<file path="config.mk">
export PLATFORM = sky130hd
export DESIGN_NAME = uart_tx_framer
export DESIGN_NICKNAME = d
export VERILOG_FILES = /design/src/rtl/uart_pkg.sv /design/src/rtl/uart_baud_gen.sv /design/src/rtl/uart_tx_framer.sv
export SDC_FILE = /design/constraint.sdc
export NUM_CORES = 1
export LEC_CHECK = 0
export BUFFER_PORTS_ARGS = -buffer_cell sky130_fd_sc_hd__buf_2
export CAP_MARGIN = 20
export CORE_UTILIZATION = 59
export DETAILED_ROUTE_END_ITERATION = 16
export PLACE_DENSITY = 0.79
export SYNTH_ARGS = -nofsm -noshare
export SYNTH_HDL_FRONTEND = slang
export SYNTH_SLANG_ARGS = --single-unit
</file>
<file path="constraint.sdc">
create_clock -name clk -period 2.13 [get_ports clk]
set_input_delay 0.1065 -clock clk [delete_from_list [all_inputs] [get_ports clk]]
set_output_delay 0.1065 -clock clk [all_outputs]
set_load 0.005 [all_outputs]
</file>
<file path="src/rtl/uart_pkg.sv">
`default_nettype none
// ============================================================================
// Module      : uart_pkg
// Description : Shared UART definitions: framer state encoding, default baud
//               divisor, parity modes and a parity helper (TX and RX side).
// Revision    : 1.0 - initial release
// ============================================================================
package uart_pkg;

    // 3-bit state encoding constants, reused by the RX framer
    localparam logic [2:0] C_ST_IDLE   = 3'd0;
    localparam logic [2:0] C_ST_FETCH  = 3'd1;
    localparam logic [2:0] C_ST_LOAD   = 3'd2;
    localparam logic [2:0] C_ST_START  = 3'd3;
    localparam logic [2:0] C_ST_DATA   = 3'd4;
    localparam logic [2:0] C_ST_PARITY = 3'd5;
    localparam logic [2:0] C_ST_STOP   = 3'd6;

    typedef enum logic [2:0] {
        ST_IDLE   = C_ST_IDLE,
        ST_FETCH  = C_ST_FETCH,
        ST_LOAD   = C_ST_LOAD,
        ST_START  = C_ST_START,
        ST_DATA   = C_ST_DATA,
        ST_PARITY = C_ST_PARITY,
        ST_STOP   = C_ST_STOP
    } uart_state_e;

    // 40 MHz system clock / 115200 baud
    localparam logic [15:0] DEFAULT_BAUD_DIV = 16'd347;

    // Parity modes
    localparam logic PAR_EVEN = 1'b0;
    localparam logic PAR_ODD  = 1'b1;

    // Even parity is the XOR of the data bits; odd parity is its inverse
    function automatic logic calc_parity(input logic [7:0] data, input logic mode);
        return (^data) ^ mode;
    endfunction

endpackage
`default_nettype wire

</file>
<file path="src/rtl/uart_baud_gen.sv">
`default_nettype none
// ============================================================================
// Module      : uart_baud_gen
// Description : 16-bit bit-period divider. Counts 0..BAUD_DIV-1 and pulses
//               bit_tick_o on the last count of every bit period.
// Revision    : 1.0 - initial release
// ============================================================================
module uart_baud_gen
    import uart_pkg::*;
#(
    parameter logic [15:0] BAUD_DIV = DEFAULT_BAUD_DIV
) (
    input  logic clk,
    input  logic rst,
    input  logic clear_i,
    output logic bit_tick_o
);

    localparam logic [15:0] c_last_count = BAUD_DIV - 16'd1;

    logic [15:0] r_count;
    logic        w_tick;

    assign w_tick     = (r_count == c_last_count);
    assign bit_tick_o = w_tick;

    // Divide counter: wraps at each bit boundary so bit periods never drift
    always_ff @(posedge clk or negedge rst) begin
        if (!rst) begin
            r_count <= 16'd0;
        end else if (clear_i || w_tick) begin
            r_count <= 16'd0;
        end else begin
            r_count <= r_count + 16'd1;
        end
    end

endmodule
`default_nettype wire

</file>
<file path="src/rtl/uart_tx_framer.sv">
`default_nettype none
// ============================================================================
// Module      : uart_tx_framer
// Description : UART transmit framer. Pops bytes from the TX FIFO and sends
//               start / 8 data (LSB first) / optional parity / stop bits.
// Revision    : 1.0 - initial release
// ============================================================================
module uart_tx_framer
    import uart_pkg::*;
#(
    parameter logic [15:0] BAUD_DIV   = DEFAULT_BAUD_DIV,
    parameter logic        PARITY_EN  = 1'b0,
    parameter logic        PARITY_ODD = 1'b0,
    parameter logic [1:0]  STOP_BITS  = 2'd1
) (
    input  logic       clk,
    input  logic       rst,
    input  logic       enable_i,
    input  logic [7:0] fifo_data_i,
    input  logic       fifo_empty_i,
    output logic       n_fifo_re_o,
    output logic       tx_o,
    output logic       busy_o,
    output logic       byte_done_o
);

    // Index value of the final stop bit (bit index reused as stop counter)
    localparam logic [2:0] c_last_stop = 3'(STOP_BITS) - 3'd1;
    localparam logic       c_par_mode  = PARITY_ODD ? PAR_ODD : PAR_EVEN;

    uart_state_e r_state;
    uart_state_e w_state_nxt;
    logic [7:0]  r_shift;
    logic [7:0]  w_shift_nxt;
    logic [2:0]  r_bit_idx;
    logic [2:0]  w_bit_idx_nxt;
    logic        r_parity;
    logic        w_parity_nxt;

    logic        w_bit_tick;
    logic        w_baud_clr;
    logic        w_tx;
    logic        w_n_re;
    logic        w_done;

    uart_baud_gen #(
        .BAUD_DIV (BAUD_DIV)
    ) u_baud_gen (
        .clk        (clk),
        .rst        (rst),
        .clear_i    (w_baud_clr),
        .bit_tick_o (w_bit_tick)
    );

    // State and datapath registers; reset aborts any frame in progress
    always_ff @(posedge clk or negedge rst) begin
        if (!rst) begin
            r_state   <= ST_IDLE;
            r_shift   <= 8'h00;
            r_bit_idx <= 3'd0;
            r_parity  <= 1'b0;
        end else begin
            r_state   <= w_state_nxt;
            r_shift   <= w_shift_nxt;
            r_bit_idx <= w_bit_idx_nxt;
            r_parity  <= w_parity_nxt;
        end
    end

    // Next-state and output decode; the baud counter is held clear until the
    // start bit so every frame begins on a fresh bit period
    always_comb begin
        w_state_nxt   = r_state;
        w_shift_nxt   = r_shift;
        w_bit_idx_nxt = r_bit_idx;
        w_parity_nxt  = r_parity;
        w_tx          = 1'b1;
        w_n_re        = 1'b1;
        w_done        = 1'b0;
        w_baud_clr    = 1'b0;

        case (r_state)
            ST_IDLE: begin
                w_baud_clr = 1'b1;
                if (enable_i && !fifo_empty_i) begin
                    w_state_nxt = ST_FETCH;
                end
            end

            ST_FETCH: begin
                w_baud_clr  = 1'b1;
                w_n_re      = 1'b0;
                w_state_nxt = ST_LOAD;
            end

            ST_LOAD: begin
                w_baud_clr    = 1'b1;
                w_shift_nxt   = fifo_data_i;
                w_parity_nxt  = calc_parity(fifo_data_i, c_par_mode);
                w_bit_idx_nxt = 3'd0;
                w_state_nxt   = ST_START;
            end

            ST_START: begin
                w_tx = 1'b0;
                if (w_bit_tick) begin
                    w_bit_idx_nxt = 3'd0;
                    w_state_nxt   = ST_DATA;
                end
            end

            ST_DATA: begin
                w_tx = r_shift[0];
                if (w_bit_tick) begin
                    w_shift_nxt = {1'b0, r_shift[7:1]};
                    if (r_bit_idx == 3'd7) begin
                        w_bit_idx_nxt = 3'd0;
                        w_state_nxt   = PARITY_EN ? ST_PARITY : ST_STOP;
                    end else begin
                        w_bit_idx_nxt = r_bit_idx + 3'd1;
                    end
                end
            end

            ST_PARITY: begin
                w_tx = r_parity;
                if (w_bit_tick) begin
                    w_bit_idx_nxt = 3'd0;
                    w_state_nxt   = ST_STOP;
                end
            end

            ST_STOP: begin
                w_tx = 1'b1;
                if (w_bit_tick) begin
                    if (r_bit_idx == c_last_stop) begin
                        w_done        = 1'b1;
                        w_bit_idx_nxt = 3'd0;
                        // FIFO state only matters here and in IDLE
                        if (enable_i && !fifo_empty_i) begin
                            w_state_nxt = ST_FETCH;
                        end else begin
                            w_state_nxt = ST_IDLE;
                        end
                    end else begin
                        w_bit_idx_nxt = r_bit_idx + 3'd1;
                    end
                end
            end

            default: begin
                w_state_nxt = ST_IDLE;
            end
        endcase
    end

    assign tx_o        = w_tx;
    assign n_fifo_re_o = w_n_re;
    assign byte_done_o = w_done;
    assign busy_o      = (r_state != ST_IDLE);

endmodule
`default_nettype wire

</file>
; Yosys cells after proc, flatten, opt, wreduce, memory -nomap -nowiden
; Index checks and enable logic that the tools add are counted.
[word_totals]
reg_bits = 31
output_inout_bits = 4
[op_classes]
add_sub_neg = 2
n_eq_ne = 16
mux = 24
reduce_logical = 14
[ops]
columns = cell, count
row1 = 3-bit 2-to-1 mux, 12
row2 = 3-bit one-hot mux with 7 select lines, 1
row3 = "16-bit by 1-bit adder with 16-bit output, second input constant", 1
row4 = "16-bit by 9-bit equality test with 1-bit output, second input constant", 1
row5 = 16-bit 2-to-1 mux, 1
row6 = 8-bit one-hot mux with 2 select lines, 1
row7 = "3-bit equality test, second input constant", 4
row8 = 3-bit one-hot mux with 4 select lines, 1
row9 = "2-bit by 1-bit != test with 1-bit output, second input constant", 5
row10 = 8-bit 2-to-1 mux, 1
row11 = 8-bit XOR reduction, 1
row12 = 7-bit AND reduction, 1
row13 = "3-bit by 2-bit equality test with 1-bit output, second input constant", 2
row14 = 3-bit logical NOT, 2
row15 = 1-bit 2-to-1 mux, 6
row16 = "2-bit != test, second input constant", 3
row17 = 4-bit AND reduction, 1
row18 = 4-bit nonzero test, 1
row19 = "3-bit by 1-bit adder with 3-bit output, second input constant", 1
row20 = "3-bit by 1-bit equality test with 1-bit output, second input constant", 1
row21 = 1-bit one-hot mux with 3 select lines, 1
row22 = 3-bit nonzero test, 1
row23 = 3-bit OR reduction, 1
row24 = 2-bit AND reduction, 1
row25 = 5 further kinds, 5

; Logic depth before layout (Yosys ltp)
; Gate-level depths: netlist of run 1.
[logic_depth]
ltp_word = 6
mapped_depth = 8
depth_no_buf = 6

; Modules after synthesis
; Synthesis of run 1 repeated with hierarchy kept, for this count alone.
[unflattened]
cells_unflattened = 198
hier_area_um2 = 1886.8
[modules_own_cells]
columns = module, instances, cells_per_inst, area_each_um2, seq_area_each_um2
row1 = uart_tx_framer, 1, 114, 1071.0, 375.4
row2 = uart_baud_gen, 1, 84, 815.8, 400.4

; Least setup slack after synthesis of run 1
; Ideal clock, no wire load.
[synth_path]
kind = flip-flop to flip-flop
start = reg r_bit_idx[0]
end = reg r_state[1]
setup_time_ns = 0.121
t_arrival_ns = 1.705
path_slack_ns = 0.304
stages_incl_launch_ff = 7
n_path_buf = 0
period_less_slack_ns = 1.826
cell_sequence = dfrtp_1 -> ha_1 -> ha_1 -> nor2b_1 -> or4_4 -> a31o_1 -> o22a_1
[synth_between]
elab_chain_len = 3
word_cells_on_any_way = 5
classes_between = eq/ne: 3 / reduce/logical: 2
[synth_lines]
columns = item, line
row1 = start: declaration, uart_tx_framer.sv:35  ; logic [2:0] r_bit_idx;
row2 = start signal: assignment, uart_tx_framer.sv:65  ; r_bit_idx <= w_bit_idx_nxt;
row3 = 3-bit equality test / 3-bit logical NOT (equally long branches), "uart_tx_framer.sv:116, uart_tx_framer.sv:136"
row4 = 2-bit != test (no line), --
row5 = 7-bit AND reduction (no line) *, --
row6 = end signal: assignment, uart_tx_framer.sv:63  ; r_state <= w_state_nxt;
row7 = end: declaration, uart_tx_framer.sv:31  ; uart_state_e r_state;
; Mark *: on every way between the ends. The rest lies on a longest branch, timed or not.
; A chain may end at the register's enable or synchronous reset.

; Worst setup path after layout of run 1
[layout_path]
start = reg u_baud_gen.r_count[0]
end = out byte_done_o
[layout_between]
elab_chain_len = 3
[layout_lines]
columns = item, line
row1 = start: declaration, uart_baud_gen.sv:21  ; logic [15:0] r_count;
row2 = start signal: assignment, uart_baud_gen.sv:34  ; r_count <= r_count + 16'd1;
row3 = 16-bit by 9-bit equality test with 1-bit output, uart_baud_gen.sv:24  ; assign w_tick = (r_count == c_last_count);
row4 = 1-bit 2-to-1 mux, uart_tx_framer.sv:135  ; if (w_bit_tick) begin
row5 = 1-bit 2-to-1 mux, uart_tx_framer.sv:82  ; case (r_state)
row6 = end: declaration, uart_tx_framer.sv:24  ; output logic byte_done_o
; Every way passes these cells.

==> impl_summary.txt, run 1 <==
----------------------------------------------------
[Power]
  Static leakage power ... 0.8999 nW
  Cell Pwr Density ... 684.8 nW/µm²
  Largest voltage drop on the vdd net ... 0.0005677 V
  Total Power Consumption ... 0.001458 W

[Synth]
  Fraction of registers with async set/reset ... 100.0%
  Largest area contributor in the netlist ... sky130_fd_sc_hd__dfrtp_1
  Number of enable-type register cells in the synthesized netlist ... 0
  Synth warn ... 0
  Net Count, Synth ... 225
  Gate count of the mapped netlist ... 208
  Fraction of synthesized cell area taken by the top area cell type ... 39.49%
  Syn avg cell area ... 9.444 µm²
  Primary FF master, synth ... sky130_fd_sc_hd__dfrtp_1
  Dominant cells by area after synthesis ... sky130_fd_sc_hd__dfrtp_1 (39%), sky130_fd_sc_hd__xnor2_1 (8.5%), sky130_fd_sc_hd__nor2_1 (4.8%)
  Post-synth design cell area ... 1964 µm²
  #FFs+latches synth ... 31
  Post-synth top cells ... sky130_fd_sc_hd__dfrtp_1 (31), sky130_fd_sc_hd__nor2_1 (25), sky130_fd_sc_hd__xnor2_1 (19)
  Post-synthesis sequential area ratio ... 39.49%
  Distinct cells, synth ... 45
  Leading cell type by number of instances after synthesis ... sky130_fd_sc_hd__dfrtp_1

[Hold path]
  Class of the most critical hold timing path ... input port to flop
  Startpoint of the most critical hold path ... fifo_data_i[0]
  Endpoint, Worst Hold ... r_shift[0]$_DFFE_PN0P_
  Worst hold stages ... 4

[Routing]
  DRC errors left ... 0
  DR WL/cell ... 15.45 µm
  Detailed-router iteration count before antenna repair ... 4
  Post-detailed-route count of antenna-violating nets ... 0
  Via count ... 1660
  Total detailed-routing wirelength ... 4.157 mm
  Via density per instance ... 6.171
  Violation count after the first detailed-route iteration ... 177

[Setup path]
  CP peak stage delay ... 0.42 ns
  Worst R2R Start ... r_bit_idx[0]$_DFFE_PN0P_
  Worst-case register-to-register setup slack ... 0.23 ns
  Type of element launching the critical path ... flop
  FF-to-FF path depth ... 6
  CP cell instances ... inv_1 > ha_1 > and4bb_2 > and4_4 > nand2_1 > nor4b_2 > buf_2
  Slowest library cell on the worst path ... sky130_fd_sc_hd__dfrtp_1
  CP Data Arrival Time ... 1.90 ns
  Endpoint required time on the critical path ... 2.02 ns
  Critical Path End Type ... output pin
  Worst setup path category ... flop to output pin
  CP Max Fanout ... 5
  Worst r2r dst ... r_state[1]$_DFFE_PN0P_

[Timing]
  Min setup slack post-route ... 0.1215 ns
  Final Cycle Share ... 94.30%
  Highest achievable clock rate ... 0.4979 GHz
  Headroom to the max-slew limit ... 54.16%
  Final setup fails ... 0
  Actual transition at the worst max-transition pin ... 0.6876 ns
  Unrepaired setup endpoints after global routing ... no
  Final setup skew ... 0.01759 ns
  Final hold vios ... 0
  Final period demand of the worst path ... 2.009 ns
  Setup TNS ... 0 ns
  Final count of pins violating max slew ... 0

[Floorplanning]
  DIE WIDTH ... 59.70 µm
  Die Area ... 3564 µm²
  Vertical die dimension ... 59.70 µm
  Core Rows ... 20
  Starting density of the core ... 63.31%
  Floorplan core area ... 3103 µm²
  I/O pin cnt ... 16

[Clock tree]
  Count of clock tree sinks ... 31
  Number of CTS-inserted buffers ... 5
  TritonCTS clock tree ... built
  Cell at the root of the clock tree ... sky130_fd_sc_hd__clkbuf_4
  Clock edge transition at the registers on the reported setup and hold paths ... 0.10 ns
  Buffer levels on the longest clock path ... 2
  Clock insertion delay at the later pin of the skew report ... 0.33 ns
  Number of levels the H-tree was split into ... 2

[Cells and area]
  Final-stage net count ... 243
  Layout area overhead ... 8.408%
  Storage element area ... 775.7 µm²
  Share of post-route cells with drive strength above 1 ... 16.89%
  Multi-input gate area in the final layout ... 1079 µm²
  Number of fill cells in the layout ... 246
  Layout Cell Area excl Fill ... 2130 µm²
  Total inserted antenna cells ... 0

[Global routing]
  First-pass GRT wire length ... 7.107 mm
  Vias in the first global route ... 1580
  Overall global routing resource usage ... 26.85%
  Number of antenna violations at the first check in global routing ... 0
  GR Overflow Total ... 0
  Largest net degree at the start of global routing ... 32

[Placed design]
  Final estimated routing congestion in global placement ... 0.8501
  Quantity of I/O buffers inserted on ports ... 15
  Worst setup timing slack at the placement stage ... 0.2081 ns
  Dpl cell area ... 2054 µm²
  Half-perimeter wire length after detailed placement ... 2.870 mm

[Job]
  Number of max-capacitance violations reported ... 0

[Run status]
  Outcome ... finished clean

----------------------------------------------------
-- cells by family after synthesis --
family          count (synthesis)  synth area share (%)
buf+inv                        23                 6.433
xor+xnor                       21                 9.363
fa+ha+maj                       5                 3.185
simple gates                   84                 24.14
flops                          31                 39.49
compound gates                 44                 17.39
-- registers in the layout, indices dropped and copies added (netlist names) --
signal,count
u_baud_gen.r_count,16
r_shift,8
r_bit_idx,3
r_state,3
r_parity,1
-- metrics by stage --
| step | utilization, % | instances | hold slack, ns |
|---|---|---|---|
| finish | 68.63 | 269 | 0.1524 |
| floorplan | - | 208 | -0.1891 |
| global route | 68.63 | 269 | 0.1674 |
| CTS | 68.15 | 269 | 0.1488 |
| detailed placement | 66.21 | 261 | 0.1897 |
| global placement | 66.21 | 261 | 0.1807 |
-- report_power, final --
group	switching [W]	leakage, nW	internal, W
clock network	0.000191	0.0242	0.000117
logic	0.000145	0.488	0.000167
registers	0.000136	0.388	0.000703
total	0.000471	0.900	0.000988
-- metal layers --
metal / global-route usage [%] / share of wire, %
met1: 33.99 / 42
met2: 44.13 / 51
met3: 5.195 / 4.6
met4: 12.62 / 1.8
met5: 0 / 0
-- critical path: cells and delay by family (launching register included) --
kind                     cells  cell delay, ns
AND/OR/NAND/NOR              4            0.80
flip-flops                   1            0.42
buffers and inverters        2            0.23
adder cells (fa/ha/maj)      1            0.13
-- placed cells by master (no fill, tap or decap), drive strengths merged, types with 2 or more instances in the layout --
| cell | instances |
|---|---|
| nor4 | 7 |
| nand4 | 8 |
| buf | 22 |
| o211ai | 4 |
| xnor2 | 19 |
| a22o | 10 |
| ha | 5 |
| a21oi | 8 |
| nor3 | 8 |
| clkbuf | 6 |
| o21ai | 2 |
| nand3 | 7 |
| o211a | 2 |
| nor2 | 25 |
| dfrtp | 31 |
| inv | 11 |
| xor2 | 2 |
| or2b | 2 |
| o311ai | 4 |
| a311o | 4 |
| nor2b | 3 |
| a31o | 2 |
| or4 | 2 |
| nand2 | 10 |
| a22oi | 5 |
| nand2b | 5 |
-- layout make-up --
cell class / count / share of cell area [%]
clock buffer: 6 / 1.939
inverter: 11 / 1.939
tap: 44 / 2.585
sequential: 31 / 36.43
multi-input combinational: 154 / 50.65
timing repair buffer: 23 / 6.463
-- what timing repair did --
action | in CTS | in global routing
setup buffers | 1 | 0
hold endpoints to repair | 31 | 0
hold buffers | 1 | 0
gates resized for setup | 1 | 2
endpoints found under the setup margin | 1 | 1
-- how the worst max path moves through the flow --
stage / start / endpoint / slack [ns] / cells after the start
4_1_cts: u_baud_gen.r_count[0]$_DFF_PN0_ / byte_done_o / 0.06 / 7
3_5_place_dp: u_baud_gen.r_count[0]$_DFF_PN0_ / byte_done_o / 0.21 / 7
3_3_place_gp: r_bit_idx[0]$_DFFE_PN0P_ / r_state[1]$_DFFE_PN0P_ / 0.27 / 6
2_1_floorplan: r_bit_idx[0]$_DFFE_PN0P_ / r_state[1]$_DFFE_PN0P_ / 0.30 / 6
6_report: u_baud_gen.r_count[0]$_DFF_PN0_ / byte_done_o / 0.12 / 7
5_1_grt: u_baud_gen.r_count[0]$_DFF_PN0_ / byte_done_o / 0.02 / 7
(Power assumes the default switching activity.)
==> run 2: changes to the inputs <==
- REMOVE_ABC_BUFFERS: unset -> 1
==> run 2 against run 1 <==
Effect of this change:
- register-to-register slack got worse by 0.08 ns
- clock skew increased by 0.0017 ns
- maximum frequency increased by 1.2%
- largest cell class unchanged
- critical endpoint unchanged
- critical path depth unchanged
==> impl_summary.txt, run 2 (synthesis results as in run 1) <==
----------------------------------------------------
[Routing]
  Via count ... 1707 (was 1660)
  Via density per instance ... 6.322 (was 6.171)
  Detailed-router iteration count before antenna repair ... 4 (unchanged)
  DR WL/cell ... 15.83 µm (was 15.45 µm)
  Violation count after the first detailed-route iteration ... 218 (was 177)
  DRC errors left ... 0 (unchanged)
  Total detailed-routing wirelength ... 4.273 mm (was 4.157 mm)
  Post-detailed-route count of antenna-violating nets ... 0 (unchanged)

[Timing]
  Final Cycle Share ... 93.15% (was 94.30%)
  Final period demand of the worst path ... 1.984 ns (was 2.009 ns)
  Final count of pins violating max slew ... 0 (unchanged)
  Actual transition at the worst max-transition pin ... 0.6866 ns (was 0.6876 ns)
  Final hold vios ... 0 (unchanged)
  Setup TNS ... 0 ns (unchanged)
  Final setup fails ... 0 (unchanged)
  Unrepaired setup endpoints after global routing ... no (unchanged)
  Highest achievable clock rate ... 0.5040 GHz (was 0.4979 GHz)
  Headroom to the max-slew limit ... 54.06% (was 54.16%)
  Final setup skew ... 0.01931 ns (was 0.01759 ns)
  Worst Hold Margin ... 0.1423 ns (was 0.1524 ns)

[Setup path]
  CP cell instances ... inv_1 > ha_1 > and4bb_2 > and4_4 > nand2_2 > nor4b_2 > buf_2 (was inv_1 > ha_1 > and4bb_2 > and4_4 > nand2_1 > nor4b_2 > buf_2)
  Slowest library cell on the worst path ... sky130_fd_sc_hd__dfrtp_1 (unchanged)
  CP Data Arrival Time ... 1.88 ns (was 1.90 ns)
  Worst-case register-to-register setup slack ... 0.15 ns (was 0.23 ns)
  FF-to-FF path depth ... 6 (unchanged)
  Critical Path End Type ... output pin (unchanged)
  Worst R2R Start ... r_bit_idx[0]$_DFFE_PN0P_ (unchanged)
  CP peak stage delay ... 0.41 ns (was 0.42 ns)
  Worst r2r dst ... r_state[1]$_DFFE_PN0P_ (unchanged)
  CP Max Fanout ... 3 (was 5)
  Endpoint required time on the critical path ... 2.02 ns (about the same)
  Type of element launching the critical path ... flop (unchanged)
  Worst setup path category ... flop to output pin (unchanged)

[Run status]
  Outcome ... finished clean (unchanged)

[Power]
  Largest voltage drop on the vdd net ... 0.0005957 V (was 0.0005677 V)
  Cell Pwr Density ... 766.4 nW/µm² (was 684.8 nW/µm²)
  Internal Dissipation ... 0.001154 W (was 0.0009875 W)
  NetSw ... 0.0005019 W (was 0.0004709 W)
  Total Power Consumption ... 0.001656 W (was 0.001458 W)
  Static leakage power ... 0.9130 nW (was 0.8999 nW)
  Part of the power in combinational logic ... 19.9% (was 21.4%)
  Clock power frac ... 29.6% (was 21.1%)
  Seq pwr share ... 50.5% (was 57.5%)
  Switch share ... 30.31% (was 32.29%)

[Cells and area]
  Commonest cells after routing, fill and taps aside ... sky130_fd_sc_hd__dfrtp_1 (31), sky130_fd_sc_hd__nor2_1 (25), sky130_fd_sc_hd__xnor2_1 (19), sky130_fd_sc_hd__buf_2 (15) (unchanged)
  Storage element area ... 775.7 µm² (unchanged)
  Total inserted antenna cells ... 0 (unchanged)
  Post-layout util ... 69.64% (was 68.63%)
  Multi-input gate area in the final layout ... 1072 µm² (was 1079 µm²)
  Number of fill cells in the layout ... 270 (was 246)
  Flip-flop count of the largest register, all copies and words added ... 16 (unchanged)
  Layout area overhead ... 10.00% (was 8.408%)
  Final-stage net count ... 242 (was 243)
  Top reg by flops ... u_baud_gen.r_count (unchanged)
  Most frequent standard cell in the layout excluding fill and tap cells ... sky130_fd_sc_hd__dfrtp_1 (unchanged)
  Biggest registers after layout ... u_baud_gen.r_count: 16 flops, r_shift: 8 flops (unchanged)
  Share of post-route cells with drive strength above 1 ... 18.14% (was 16.89%)

[Hold path]
  Endpoint, Worst Hold ... r_state[0]$_DFFE_PN0P_ (was r_shift[0]$_DFFE_PN0P_)
  Startpoint of the most critical hold path ... fifo_empty_i (was fifo_data_i[0])
  Worst hold stages ... 4 (unchanged)
  Class of the most critical hold timing path ... input port to flop (unchanged)

[Global routing]
  Global routing met3 resource utilization ... 5.411% (was 5.195%)
  Busiest layer in global routing ... met2 (unchanged)
  GR Overflow Total ... 0 (unchanged)
  Met1 track demand over resource in global routing ... 32.68% (was 33.99%)
  Overall global routing resource usage ... 26.89% (was 26.85%)
  First-pass GRT wire length ... 7.162 mm (was 7.107 mm)
  Largest net degree at the start of global routing ... 32 (unchanged)
  Vias in the first global route ... 1634 (was 1580)
  Met2 routing resource usage after global routing ... 45.56% (was 44.13%)
  Number of antenna violations at the first check in global routing ... 0 (unchanged)

[Clock tree]
  Number of CTS-inserted buffers ... 5 (unchanged)
  Number of levels the H-tree was split into ... 2 (unchanged)
  TritonCTS clock tree ... built (unchanged)
  Buffer levels on the longest clock path ... 2 (unchanged)
  Clock edge transition at the registers on the reported setup and hold paths ... 0.11 ns (was 0.10 ns)
  Count of clock tree sinks ... 31 (unchanged)
  Cell at the root of the clock tree ... sky130_fd_sc_hd__clkbuf_4 (unchanged)
  Clock insertion delay at the later pin of the skew report ... 0.35 ns (was 0.33 ns)

[Floorplanning]
  I/O pin cnt ... 16 (unchanged)
  DIE WIDTH ... 59.70 µm (unchanged)
  Core Rows ... 20 (unchanged)
  Starting density of the core ... 63.31% (unchanged)
  Die Area ... 3564 µm² (unchanged)
  Vertical die dimension ... 59.70 µm (unchanged)
  Floorplan core area ... 3103 µm² (unchanged)

[Placed design]
  Half-perimeter wire length after detailed placement ... 2.773 mm (was 2.870 mm)
  Final estimated routing congestion in global placement ... 0.8484 (was 0.8501)
  Quantity of I/O buffers inserted on ports ... 15 (unchanged)

[Job]
  Number of max-capacitance violations reported ... 0 (unchanged)

----------------------------------------------------
run 2: how the worst max path moves through the flow:
| stage | startpoint | end | slack, ns | cells past startpoint |
|---|---|---|---|---|
| after floorplan | r_state[2]$_DFFE_PN0P_ | r_state[1]$_DFFE_PN0P_ | 0.20 | 4 |
| after global placement | u_baud_gen.r_count[0]$_DFF_PN0_ | byte_done_o | 0.27 | 7 |
| after detailed placement | u_baud_gen.r_count[0]$_DFF_PN0_ | byte_done_o | 0.18 | 7 |
| after CTS | u_baud_gen.r_count[0]$_DFF_PN0_ | byte_done_o | 0.07 | 7 |
| after global routing | u_baud_gen.r_count[0]$_DFF_PN0_ | byte_done_o | 0.02 | 7 |
| final | u_baud_gen.r_count[0]$_DFF_PN0_ | byte_done_o | 0.15 | 7 |
run 2: power by group through the flow:
stage               Clock, W  Combinational, W  Sequential, W
floorplan                  0          0.000250       0.000815
global placement           0          0.000305       0.000838
detailed placement         0          0.000317       0.000847
CTS                 0.000501          0.000324       0.000836
global route        0.000527          0.000370       0.000853
finish              0.000490          0.000329       0.000837
run 2: what timing repair did:
item | 4_1_cts | 5_1_grt
endpoints found under the setup margin | 1 | 1
pin swaps | 0 | 1
endpoints found under the hold margin | 31 | 0
setup buffers | 1 | 1
resized for setup | 2 | 1
hold buffers | 1 | 0
run 2: layer usage:
layer  share of wire (%)  routed length [µm]
met1                  42                1781
met2                  51                2177
met3                 5.9                 250
met4                 1.5                  63
met5                   0                   0
run 2: worst max-delay path: cells and delay by family (launching register included):
kind	cells	cell delay [ns]
fa+ha+maj	1	0.13
buf+inv	2	0.22
flops	1	0.41
simple gates	4	0.78
run 2: area by class of cell:
cell class              count  share of cell area [%]
flip-flops and latches     31                   35.90
clock inverters             2                   1.621
well taps                  44                   2.548
clock buffers               6                   2.374
multi-input cells         154                   49.62
inverters                  11                   1.911
repair buffers             22                   6.022
run 2: stage by stage:
step | worst slack (ns) | instances | instance area, µm²
floorplan | 0.2020 | 196 | 1879
global placement | 0.2682 | 259 | 2039
detailed placement | 0.1840 | 259 | 2039
CTS | 0.07386 | 269 | 2151
global route | 0.02163 | 270 | 2161
finish | 0.1459 | 270 | 2161
==> run 3: changes to the inputs <==
- HOLD_SLACK_MARGIN: unset -> 0.1
- SYNTH_HIERARCHICAL: unset -> 1
==> run 3 against run 2 <==
Effect of this change:
- the flow now finishes with violations (negative setup slack)
- design area rose by 3.6%
- global-route usage decreased by 0.38 points
- critical path depth fell by 1
- combinational power increased by 87%
- synthesized cell count shrank 4.8%
- clock power is 27% lower
- clock skew is 0.0083 ns lower
- non-clock buffer count grew 21
- register-to-register slack worse by 0.16 ns
- worst setup slack got worse by 0.17 ns
- critical path type unchanged
- largest power group unchanged
- highest routed layer unchanged
==> impl_summary.txt, run 3 <==
----------------------------------------------------
[Run status]
  Outcome ... finished with violations (was finished clean)
  Violations in the final reports ... negative setup slack

[Synth]
  Number of enable-type register cells in the synthesized netlist ... 0 (unchanged)
  Largest area contributor in the netlist ... sky130_fd_sc_hd__dfrtp_1 (unchanged)
  Dominant cells by area after synthesis ... sky130_fd_sc_hd__dfrtp_1 (41%), sky130_fd_sc_hd__xnor2_1 (8.4%), sky130_fd_sc_hd__nor2_1 (6.4%) (was sky130_fd_sc_hd__dfrtp_1 (39%), sky130_fd_sc_hd__xnor2_1 (8.5%), sky130_fd_sc_hd__nor2_1 (4.8%))
  Post-synthesis sequential area ratio ... 41.11% (was 39.49%)
  Post-synth design cell area ... 1887 µm² (was 1964 µm²)
  Synth warn ... 6 (was 0)
  Syn avg cell area ... 9.529 µm² (was 9.444 µm²)
  Fraction of synthesized cell area taken by the top area cell type ... 41.11% (was 39.49%)
  Post-synth top cells ... sky130_fd_sc_hd__nor2_1 (32), sky130_fd_sc_hd__dfrtp_1 (31), sky130_fd_sc_hd__xnor2_1 (18), sky130_fd_sc_hd__a21oi_1 (13) (was sky130_fd_sc_hd__dfrtp_1 (31), sky130_fd_sc_hd__nor2_1 (25), sky130_fd_sc_hd__xnor2_1 (19))
  Gate count of the mapped netlist ... 198 (was 208)
  Primary FF master, synth ... sky130_fd_sc_hd__dfrtp_1 (unchanged)
  Fraction of registers with async set/reset ... 100.0% (unchanged)
  Distinct cells, synth ... 40 (was 45)
  #FFs+latches synth ... 31 (unchanged)
  Leading cell type by number of instances after synthesis ... sky130_fd_sc_hd__nor2_1 (was sky130_fd_sc_hd__dfrtp_1)

[Power]
  Seq pwr share ... 47.4% (was 50.5%)
  Clock power frac ... 19.3% (was 29.6%)
  Cell Pwr Density ... 826.6 nW/µm² (was 766.4 nW/µm²)
  Switch share ... 37.00% (was 30.31%)
  Part of the power in combinational logic ... 33.3% (was 19.9%)
  Internal Dissipation ... 0.001166 W (was 0.001154 W)
  Static leakage power ... 0.9783 nW (was 0.9130 nW)
  Total Power Consumption ... 0.001851 W (was 0.001656 W)
  NetSw ... 0.0006849 W (was 0.0005019 W)
  Largest voltage drop on the vdd net ... 0.0005890 V (was 0.0005957 V)

[Routing]
  Total detailed-routing wirelength ... 4.028 mm (was 4.273 mm)
  Via density per instance ... 5.665 (was 6.322)
  DR WL/cell ... 14.33 µm (was 15.83 µm)
  Post-detailed-route count of antenna-violating nets ... 0 (unchanged)
  DRC errors left ... 0 (unchanged)
  Violation count after the first detailed-route iteration ... 156 (was 218)
  Detailed-router iteration count before antenna repair ... 4 (unchanged)
  Via count ... 1592 (was 1707)

[Cells and area]
  Share of post-route cells with drive strength above 1 ... 23.63% (was 18.14%)
  Post-layout util ... 73.36% (was 69.64%)
  Top reg by flops ... u_baud_gen/r_count (was u_baud_gen.r_count)
  Final-stage net count ... 254 (was 242)
  Biggest registers after layout ... u_baud_gen/r_count: 16 flops, r_shift: 8 flops (was u_baud_gen.r_count: 16 flops, r_shift: 8 flops)
  Commonest cells after routing, fill and taps aside ... sky130_fd_sc_hd__nor2_1 (32), sky130_fd_sc_hd__dfrtp_1 (31), sky130_fd_sc_hd__xnor2_1 (18), sky130_fd_sc_hd__buf_4 (18), sky130_fd_sc_hd__buf_2 (15) (was sky130_fd_sc_hd__dfrtp_1 (31), sky130_fd_sc_hd__nor2_1 (25), sky130_fd_sc_hd__xnor2_1 (19), sky130_fd_sc_hd__buf_2 (15))
  Flip-flop count of the largest register, all copies and words added ... 16 (unchanged)
  Number of fill cells in the layout ... 217 (was 270)
  Most frequent standard cell in the layout excluding fill and tap cells ... sky130_fd_sc_hd__nor2_1 (was sky130_fd_sc_hd__dfrtp_1)
  Layout Cell Area excl Fill ... 2240 µm² (was 2161 µm²)
  Total inserted antenna cells ... 0 (unchanged)
  Layout area overhead ... 18.70% (was 10.00%)
  Multi-input gate area in the final layout ... 1001 µm² (was 1072 µm²)
  Final standard cell count with taps included and fillers excluded ... 281 (was 270)
  Storage element area ... 775.7 µm² (unchanged)

[Placed design]
  Placed Cells incl. Taps ... 256 (was 259)
  Dpl cell area ... 2001 µm² (was 2039 µm²)
  Final estimated routing congestion in global placement ... 0.8230 (was 0.8484)
  Half-perimeter wire length after detailed placement ... 2.641 mm (was 2.773 mm)
  Quantity of I/O buffers inserted on ports ... 15 (unchanged)

[Setup path]
  Endpoint required time on the critical path ... 2.02 ns (about the same)
  CP Data Arrival Time ... 2.05 ns (was 1.88 ns)
  Worst path bufs/invs ... 2 (unchanged)
  CP cell instances ... or4_4 > nor3_4 > buf_6 > and2_4 > and4_1 > buf_2 (was inv_1 > ha_1 > and4bb_2 > and4_4 > nand2_2 > nor4b_2 > buf_2)
  Type of element launching the critical path ... flop (unchanged)
  Delay-heaviest family, CP ... simple AND/OR/NAND/NOR gates (unchanged)
  Worst setup path category ... flop to output pin (unchanged)
  CP peak stage delay ... 0.56 ns (was 0.41 ns)
  Slowest library cell on the worst path ... sky130_fd_sc_hd__or4_4 (was sky130_fd_sc_hd__dfrtp_1)
  CP Max Fanout ... 4 (was 3)
  Critical Path End Type ... output pin (unchanged)

[Global routing]
  Vias in the first global route ... 1543 (was 1634)
  Overall global routing resource usage ... 26.51% (was 26.89%)
  GR Overflow Total ... 0 (unchanged)
  Number of antenna violations at the first check in global routing ... 0 (unchanged)
  Global routing met3 resource utilization ... 6.813% (was 5.411%)
  Met1 track demand over resource in global routing ... 27.77% (was 32.68%)
  First-pass GRT wire length ... 6.637 mm (was 7.162 mm)
  Met2 routing resource usage after global routing ... 48.44% (was 45.56%)
  Busiest layer in global routing ... met2 (unchanged)
  Largest net degree at the start of global routing ... 32 (unchanged)

[Timing]
  Final setup skew ... 0.01100 ns (was 0.01931 ns)
  Final count of pins violating max slew ... 0 (unchanged)
  Final hold vios ... 0 (unchanged)
  Unrepaired setup endpoints after global routing ... yes (was no)
  Worst Hold Margin ... 0.1246 ns (was 0.1423 ns)
  Final setup fails ... 2 (was 0)
  Highest achievable clock rate ... 0.4639 GHz (was 0.5040 GHz)
  Headroom to the max-slew limit ... 53.84% (was 54.06%)
  Min setup slack post-route ... -0.02561 ns (was 0.1459 ns)
  Final period demand of the worst path ... 2.156 ns (was 1.984 ns)
  Final Cycle Share ... 101.2% (was 93.15%)
  Actual transition at the worst max-transition pin ... 0.6924 ns (was 0.6866 ns)

[Floorplanning]
  Die Area ... 3428 µm² (was 3564 µm²)
  Floorplan core area ... 3053 µm² (was 3103 µm²)
  DIE WIDTH ... 58.55 µm (was 59.70 µm)
  Vertical die dimension ... 58.55 µm (was 59.70 µm)
  Core Rows ... 20 (unchanged)
  I/O pin cnt ... 16 (unchanged)
  Starting density of the core ... 61.80% (was 63.31%)

[Clock tree]
  Clock edge transition at the registers on the reported setup and hold paths ... 0.10 ns (was 0.11 ns)
  Count of clock tree sinks ... 31 (unchanged)
  Number of levels the H-tree was split into ... 2 (unchanged)
  Buffer levels on the longest clock path ... 2 (unchanged)
  Clock insertion delay at the later pin of the skew report ... 0.33 ns (was 0.35 ns)
  Cell at the root of the clock tree ... sky130_fd_sc_hd__clkbuf_4 (unchanged)
  TritonCTS clock tree ... built (unchanged)
  Number of CTS-inserted buffers ... 5 (unchanged)

[Job]
  Number of max-capacitance violations reported ... 0 (unchanged)

[Hold path]
  Class of the most critical hold timing path ... input port to flop (unchanged)

----------------------------------------------------
[run 3: final timing paths]
kind	start	end	slack [ns]	depth (start not counted)
min	fifo_data_i[5]	r_shift[5]$_DFFE_PN0P_	0.12	3
max in group asynchronous	rst	r_state[2]$_DFFE_PN0P_	1.34	2
max	u_baud_gen/r_count[2]$_DFF_PN0_	byte_done_o	-0.03	6
max reg2reg	u_baud_gen/r_count[2]$_DFF_PN0_	r_shift[4]$_DFFE_PN0P_	-0.01	9
min in group asynchronous	rst	r_shift[2]$_DFFE_PN0P_	0.34	2
min reg2reg	u_baud_gen/r_count[0]$_DFF_PN0_	u_baud_gen/r_count[0]$_DFF_PN0_	0.51	1
[run 3: tightest hold or removal path: cells and delay by family]
family | cells | cell delay (ns)
compound gates | 1 | 0.15
buf+inv | 1 | 0.10
mux | 1 | 0.07
[run 3: timing repair]
action / CTS / global route
resized for setup: 3 / 4
gates cloned: 0 / 0
hold buffers: 7 / 0
buffers inserted: 7 / 4
hold endpoints to repair: 37 / 0
endpoints found under the setup margin: 9 / 10
pin swaps: 4 / 5
[run 3: layout make-up]
type | count | area share, %
clock buffers | 6 | 2.291
clock inverters | 1 | 0.2235
inverters | 10 | 1.676
multi-input cells | 146 | 44.69
flip-flops and latches | 31 | 34.64
well taps | 44 | 2.458
repair buffers | 43 | 14.02
[run 3: cells by family (layout without fill, tap and decap cells)]
logic type	after synthesis	in the layout	share of synthesized area [%]
buf+inv	21	60	6.830
mux	8	8	4.244
fa+ha+maj	5	5	3.316
compound gates	32	32	12.67
simple gates	80	80	22.08
xor+xnor	21	21	9.748
flops	31	31	41.11
[run 3: power groups by stage]
stage	logic (W)	clock network [W]	registers, W
after floorplan	0.000386	0	0.000864
after global placement	0.000517	0	0.000881
after detailed placement	0.000556	0	0.000889
after CTS	0.000574	0.000362	0.000876
after global routing	0.000689	0.000379	0.000894
final	0.000616	0.000358	0.000877
[run 3: layer usage]
| metal | wire length [µm] | vias to the layer above |
|---|---|---|
| met5 | 0 | - |
| met4 | 87 | 0 |
| met3 | 177 | 10 |
| met2 | 2171 | 55 |
| met1 | 1592 | 756 |
| li1 | - | 771 |
[run 3: per-stage QoR]
stage	setup WS [ns]	TNS, ns
floorplan	-0.5070	-4.275
CTS	0.01207	0
detailed placement	-0.07429	-0.4400
global placement	0.04722	0
finish	-0.02561	-0.03396
global route	-0.1160	-0.3118
